--- src/rtl/trap_pkg.sv ---
// Shared definitions for the machine-mode trap controller.
// Contents: the controller state encoding, CSR index map, interrupt cause
// codes and mstatus bit positions.
package trap_pkg;

  typedef enum logic [2:0] {
    IDLE,
    SAVE_EPC,
    SAVE_CAUSE,
    SAVE_TVAL,
    UPD_STATUS,
    VECTOR,
    RET_STATUS,
    RET_PC
  } trap_state_t;

  localparam logic [3:0] CSR_MSTATUS = 4'd0;
  localparam logic [3:0] CSR_MIE     = 4'd2;
  localparam logic [3:0] CSR_MTVEC   = 4'd3;
  localparam logic [3:0] CSR_MEPC    = 4'd4;
  localparam logic [3:0] CSR_MCAUSE  = 4'd5;
  localparam logic [3:0] CSR_MTVAL   = 4'd6;
  localparam logic [3:0] CSR_MIP     = 4'd7;

  localparam logic [3:0] CAUSE_EXT = 4'd11;
  localparam logic [3:0] CAUSE_SW  = 4'd3;
  localparam logic [3:0] CAUSE_TMR = 4'd7;

  localparam int unsigned MSTATUS_MIE    = 3;
  localparam int unsigned MSTATUS_MPIE   = 7;
  localparam int unsigned MSTATUS_MPP_LO = 11;
  localparam int unsigned MSTATUS_MPP_HI = 12;

endpackage

--- src/rtl/trap_prio.sv ---
// Combinational trap priority encoder.
// Ports:
//   exc_valid, exc_cause        synchronous exception and its code
//   irq[2:0]                    raw lines {ext, sw, tmr}
//   mien, meien, msien, mtien   global and per-source interrupt enables
//   pending                     a trap should be taken
//   is_irq                      winner is an interrupt
//   code                        exception or interrupt cause code
// Priority: exception > external > software > timer.
module trap_prio
  import trap_pkg::*;
(
  input  logic       exc_valid,
  input  logic [3:0] exc_cause,
  input  logic [2:0] irq,
  input  logic       mien,
  input  logic       meien,
  input  logic       msien,
  input  logic       mtien,
  output logic       pending,
  output logic       is_irq,
  output logic [3:0] code
);

  always_comb begin
    pending = 1'b0;
    is_irq  = 1'b0;
    code    = '0;
    if (exc_valid) begin
      pending = 1'b1;
      code    = exc_cause;
    end else if (mien) begin
      if (irq[2] && meien) begin
        pending = 1'b1;
        is_irq  = 1'b1;
        code    = CAUSE_EXT;
      end else if (irq[1] && msien) begin
        pending = 1'b1;
        is_irq  = 1'b1;
        code    = CAUSE_SW;
      end else if (irq[0] && mtien) begin
        pending = 1'b1;
        is_irq  = 1'b1;
        code    = CAUSE_TMR;
      end
    end
  end

endmodule

--- src/rtl/trap_ctrl.sv ---
// Machine-mode trap entry / MRET sequencer.
// Accepts an exception or enabled interrupt in IDLE, then walks the CSR
// file one write per cycle (mepc, mcause, mtval, mstatus) before
// redirecting fetch to mtvec. MRET restores mstatus and redirects to mepc.
// Ports:
//   clk, rst                     clock, synchronous active-high reset
//   irq, MIEN/MEIEN/MSIEN/MTIEN  interrupt lines and enables
//   exc_valid/exc_cause/exc_tval synchronous exception
//   mret, pc                     current instruction info
//   csr_rd_data                  combinational read of CSR[csr_add]
//   csr_add/csr_wr_data/csr_reg_write  CSR access port
//   handling_mode, busy          high whenever not IDLE
//   pc_load, pc_target           fetch redirect pulse
// Build option: define TRAP_CTRL_VECTORED_EN to honour mtvec[0] vectored
// mode for interrupts (base + 4*code); otherwise always base.
module trap_ctrl
  import trap_pkg::*;
(
  input  logic        clk,
  input  logic        rst,
  input  logic [2:0]  irq,
  input  logic        MIEN,
  input  logic        MEIEN,
  input  logic        MSIEN,
  input  logic        MTIEN,
  input  logic        exc_valid,
  input  logic [3:0]  exc_cause,
  input  logic [31:0] exc_tval,
  input  logic        mret,
  input  logic [31:0] pc,
  input  logic [31:0] csr_rd_data,
  output logic [3:0]  csr_add,
  output logic [31:0] csr_wr_data,
  output logic        csr_reg_write,
  output logic        handling_mode,
  output logic        pc_load,
  output logic [31:0] pc_target,
  output logic        busy
);

  trap_state_t state, next_state;

  logic        pending, is_irq;
  logic [3:0]  code;
  logic        lat_is_irq;
  logic [3:0]  lat_code;
  logic [31:0] lat_pc, lat_tval;

  trap_prio u_prio (
    .exc_valid (exc_valid),
    .exc_cause (exc_cause),
    .irq       (irq),
    .mien      (MIEN),
    .meien     (MEIEN),
    .msien     (MSIEN),
    .mtien     (MTIEN),
    .pending   (pending),
    .is_irq    (is_irq),
    .code      (code)
  );

  always_ff @(posedge clk) begin
    if (rst) begin
      state      <= IDLE;
      lat_is_irq <= 1'b0;
      lat_code   <= '0;
      lat_pc     <= '0;
      lat_tval   <= '0;
    end else begin
      state <= next_state;
      if (state == IDLE && pending) begin
        lat_is_irq <= is_irq;
        lat_code   <= code;
        lat_pc     <= pc;
        // Interrupts record no faulting value, so mtval is cleared.
        lat_tval   <= is_irq ? '0 : exc_tval;
      end
    end
  end

  always_comb begin
    next_state    = state;
    csr_add       = '0;
    csr_wr_data   = '0;
    csr_reg_write = 1'b0;
    pc_load       = 1'b0;
    pc_target     = '0;
    case (state)
      IDLE: begin
        // A pending trap outranks MRET; mepc then captures the MRET's pc.
        if (pending)   next_state = SAVE_EPC;
        else if (mret) next_state = RET_STATUS;
      end
      SAVE_EPC: begin
        csr_add       = CSR_MEPC;
        csr_wr_data   = lat_pc;
        csr_reg_write = 1'b1;
        next_state    = SAVE_CAUSE;
      end
      SAVE_CAUSE: begin
        csr_add       = CSR_MCAUSE;
        csr_wr_data   = {lat_is_irq, 27'b0, lat_code};
        csr_reg_write = 1'b1;
        next_state    = SAVE_TVAL;
      end
      SAVE_TVAL: begin
        csr_add       = CSR_MTVAL;
        csr_wr_data   = lat_tval;
        csr_reg_write = 1'b1;
        next_state    = UPD_STATUS;
      end
      UPD_STATUS: begin
        csr_add                                    = CSR_MSTATUS;
        csr_wr_data                                = csr_rd_data;
        csr_wr_data[MSTATUS_MPIE]                  = csr_rd_data[MSTATUS_MIE];
        csr_wr_data[MSTATUS_MIE]                   = 1'b0;
        csr_wr_data[MSTATUS_MPP_HI:MSTATUS_MPP_LO] = 2'b11;
        csr_reg_write                              = 1'b1;
        next_state                                 = VECTOR;
      end
      VECTOR: begin
        csr_add   = CSR_MTVEC;
        pc_load   = 1'b1;
        pc_target = {csr_rd_data[31:2], 2'b00};
`ifdef TRAP_CTRL_VECTORED_EN
        if (csr_rd_data[0] && lat_is_irq)
          pc_target = {csr_rd_data[31:2], 2'b00} + {26'b0, lat_code, 2'b00};
`endif
        next_state = IDLE;
      end
      RET_STATUS: begin
        csr_add                    = CSR_MSTATUS;
        csr_wr_data                = csr_rd_data;
        csr_wr_data[MSTATUS_MIE]   = csr_rd_data[MSTATUS_MPIE];
        csr_wr_data[MSTATUS_MPIE]  = 1'b1;
        csr_reg_write              = 1'b1;
        next_state                 = RET_PC;
      end
      RET_PC: begin
        csr_add    = CSR_MEPC;
        pc_load    = 1'b1;
        pc_target  = csr_rd_data;
        next_state = IDLE;
      end
      default: next_state = IDLE;
    endcase
  end

  assign busy          = (state != IDLE);
  assign handling_mode = (state != IDLE);

endmodule

--- config.mk ---
export PLATFORM = sky130hd
export DESIGN_NAME = trap_ctrl
export DESIGN_NICKNAME = d
export VERILOG_FILES = /design/src/rtl/trap_pkg.sv /design/src/rtl/trap_prio.sv /design/src/rtl/trap_ctrl.sv
export SDC_FILE = /design/constraint.sdc
export NUM_CORES = 1
export LEC_CHECK = 0
export ABC_AREA = 1
export CORE_MARGIN = 8
export CORE_UTILIZATION = 43
export CTS_CLUSTER_DIAMETER = 150
export DETAILED_ROUTE_END_ITERATION = 6
export PLACE_DENSITY = 0.82
export SLEW_MARGIN = 20
export SYNTH_ARGS = -nofsm -noshare
export SYNTH_HDL_FRONTEND = slang
export SYNTH_SLANG_ARGS = --single-unit
--- constraint.sdc ---
create_clock -name clk -period 1.4 [get_ports clk]
set_input_delay 0.14 -clock clk [delete_from_list [all_inputs] [get_ports clk]]
set_output_delay 0.14 -clock clk [all_outputs]
set_load 0.03 [all_outputs]
==> impl_metrics.py <==
metrics = {
    "run_status": {
        "status": "finished, violations left",
        "violations": "setup timing",
    },
    "die": {
        "start_util": 0.434,
        "die-area_um2": 13000,
        "die_w_um": 114,
        "die_h_um": 114,
        "core_um2": 9550,
        "rows": 36,
        "pin_count": 183,
    },
    "detailed_routing": {
        "drcViolationCount": 0,
        "wl_met1_mm": 9.12,
        "first_pass_iters": 5,
        "wl_per_cell_um": 27.0,
        "routed-wl-met3_mm": 3.14,
        "top_layer_used": "met4",
        "vias": 6545,
        "vias_per_cell": 6.32,
        "wl_met2_mm": 13.0,
        "postRouteAntennaNets": 0,
        "drtIter0Drc": 963,
        "routed_wl_mm": 27.9,
    },
    "sta": {
        "setup_viol": 142,
        "clock_skew_ns": 0.0101,
        "period_share": 1.51,
        "min_period_ns": 2.11,
        "finalMaxSlewViolations": 0,
        "hold_viol": 0,
        "fmax_ghz": 0.474,
        "whs_ns": 0.417,
        "grt_setup_unrepaired": "yes",
        "setup_tns_ns": -38.61,
        "setup_ws_ns": -0.710,
    },
    "placement": {
        "port-buffer-count": 181,
        "place_inst": 970,
        "dpl.hpwl_mm": 11.1,
        "dp_slack_ns": -0.209,
        "gp_congestion": 0.909,
    },
    "final_layout": {
        "layout.cells.non_filler": 1036,
        "multiInputGateArea_um2": 3250,
        "layout-drive-gt1-share": 0.417,
        "fillCellCount": 336,
        "regArea_um2": 1450,
        "antenna_cells": 0,
        "nets": 1010,
        "area_delta_synth_final_pct": 111,
    },
    "global_route": {
        "antenna_found_initial": 0,
        "grt_pass1_vias": 5871,
        "grt_usage": 0.299,
        "grt_max_degree": 40,
        "grt_pass1_wl_mm": 30.7,
        "gr-total-overflow": 0,
    },
    "power_and_ir_drop": {
        "power_w": 0.0187,
        "power_density_nw_per_um2": 2140,
        "leakage_nw": 3.78,
        "ir_drop_mv": 1.51,
    },
    "setup_path": {
        "critPathArrivalTime_ns": 1.97,
        "required_ns": 1.26,
        "crit_path_end_kind": "output pin",
        "crit_path_start_kind": "flip-flop",
        "crit_fanout": 8,
        "crit_type": "flip-flop to output pin",
        "reg2reg_slack_ns": -0.49,
    },
    "job": {
        "cap_violations": 0,
    },
    "worst_hold_path": {
        "min_path_type": "primary input to flip-flop",
    },
    "synthesis": {
        "postSynthAreaPerCell_um2": 6.27,
        "synth.ff_latch_count": 72,
        "synth_area_um2": 4140,
        "seq_area_frac_synth": 0.348,
        "yosys_warnings": 0,
        "synth.distinct_cells": 24,
        "syn_inst": 661,
        "syn_nets": 772,
    },
    "cts": {
        "clk_path_buf_depth": 2,
        "cts_buffers": 9,
        "clk_latency_ns": 0.36,
        "cts_htree_levels": 3,
        "cts_sinks": 72,
        "cts_tree": "yes",
        "clkTransAtPathRegs_ns": 0.09,
        "holdBufCountCts": 0,
        "cts_root_buf": "clkbuf_8",
    },
}
==> logic make-up after synthesis <==
| kind of cell | count (synthesis) | share of synthesized area |
|---|---|---|
| AO/OA/AOI/OAI | 101 | 0.145 |
| buffers and inverters | 117 | 0.126 |
| flip-flops | 72 | 0.348 |
| other | 1 | 0.000905 |
| AND/OR/NAND/NOR | 370 | 0.381 |
==> what timing repair did <==
item                                    CTS  global route
setup buffers                            24            14
pin swaps                                38           109
endpoints found under the setup margin  138           143
resized for setup                       170           251
cloned                                   19             5
==> routing by layer <==
layer	vias up	GRT usage
li1	2591	-
met4	0	0.183
met5	-	0.0207
met2	691	0.517
met3	238	0.0781
met1	3025	0.319
==> Yosys cell counts (all sizes together) <==
library cell / n / area [um^2]
nand2: 179 / 674
nor2: 120 / 450
dfxtp: 72 / 1440
inv: 66 / 248
a21oi: 62 / 310
buf: 37 / 221
nand3: 36 / 185
nand3b: 32 / 240
o211ai: 22 / 165
clkbuf: 13 / 48.8
o21ai: 6 / 30.0
o2111ai: 5 / 43.8
o221ai: 4 / 35.0
a22oi: 2 / 15.0
nor3: 2 / 21.3
clkinv: 1 / 3.75
conb: 1 / 3.75
nand4: 1 / 6.26
==> final timing paths <==
path	startpoint	to	depth (start not counted)
worst max register to register	state[2]	lat_tval[15]	10
worst min-delay path	exc_cause[0]	lat_code[0]	3
worst max-delay path	state[0]	csr_wr_data[22]	7
worst min register to register	lat_tval[29]	lat_tval[29]	2
==> power by group <==
part / internal (W) / switching, W / total (W)
Clock: 0.00109 / 0.000902 / 0.00199
Sequential: 0.00282 / 0.000686 / 0.00350
Combinational: 0.00619 / 0.00700 / 0.0132
Total: 0.0101 / 0.00859 / 0.0187
==> critical path, cell delays in order (launching register included) <==
cell and delay (ns):
dfxtp_4 0.39, buf_4 0.13, nand3_4 0.10, inv_8 0.12, buf_12 0.14, nand2_1 0.19
o211ai_1 0.27, buf_4 0.24
==> state kept, by name, summed over array words and instances (netlist names) <==
signal and cells:
lat_pc 32, lat_tval 32, lat_is_irq 1, state 3
lat_code 4
==> layout make-up <==
class / count / area share
inverter: 67 / 0.0341
tap: 133 / 0.0191
sequential: 72 / 0.166
timing repair buffer: 277 / 0.383
clock buffer: 12 / 0.0178
clock inverter: 3 / 0.00746
multi-input combinational: 472 / 0.372
==> cell usage in the layout (no fill, tap or decap), drive strengths merged <==
cell,n
a22oi,2
o21ai,6
o2111ai,5
nor2,120
clkinv,2
nor3,2
nand2,179
a21oi,62
nand3,36
o211ai,22
nand3b,32
clkdlybuf4s50,110
clkinvlp,1
buf,161
dfxtp,72
inv,65
o221ai,4
conb,1
bufinv,2
clkbuf,18
nand4,1
==> metrics by stage <==
step / util / area (um^2)
after floorplan: - / 4220
after global placement: 0.655 / 6250
after detailed placement: 0.655 / 6250
after CTS: 0.819 / 7820
after global routing: 0.914 / 8730
final: 0.914 / 8730
Note: power is estimated with default switching activity, not from simulation.
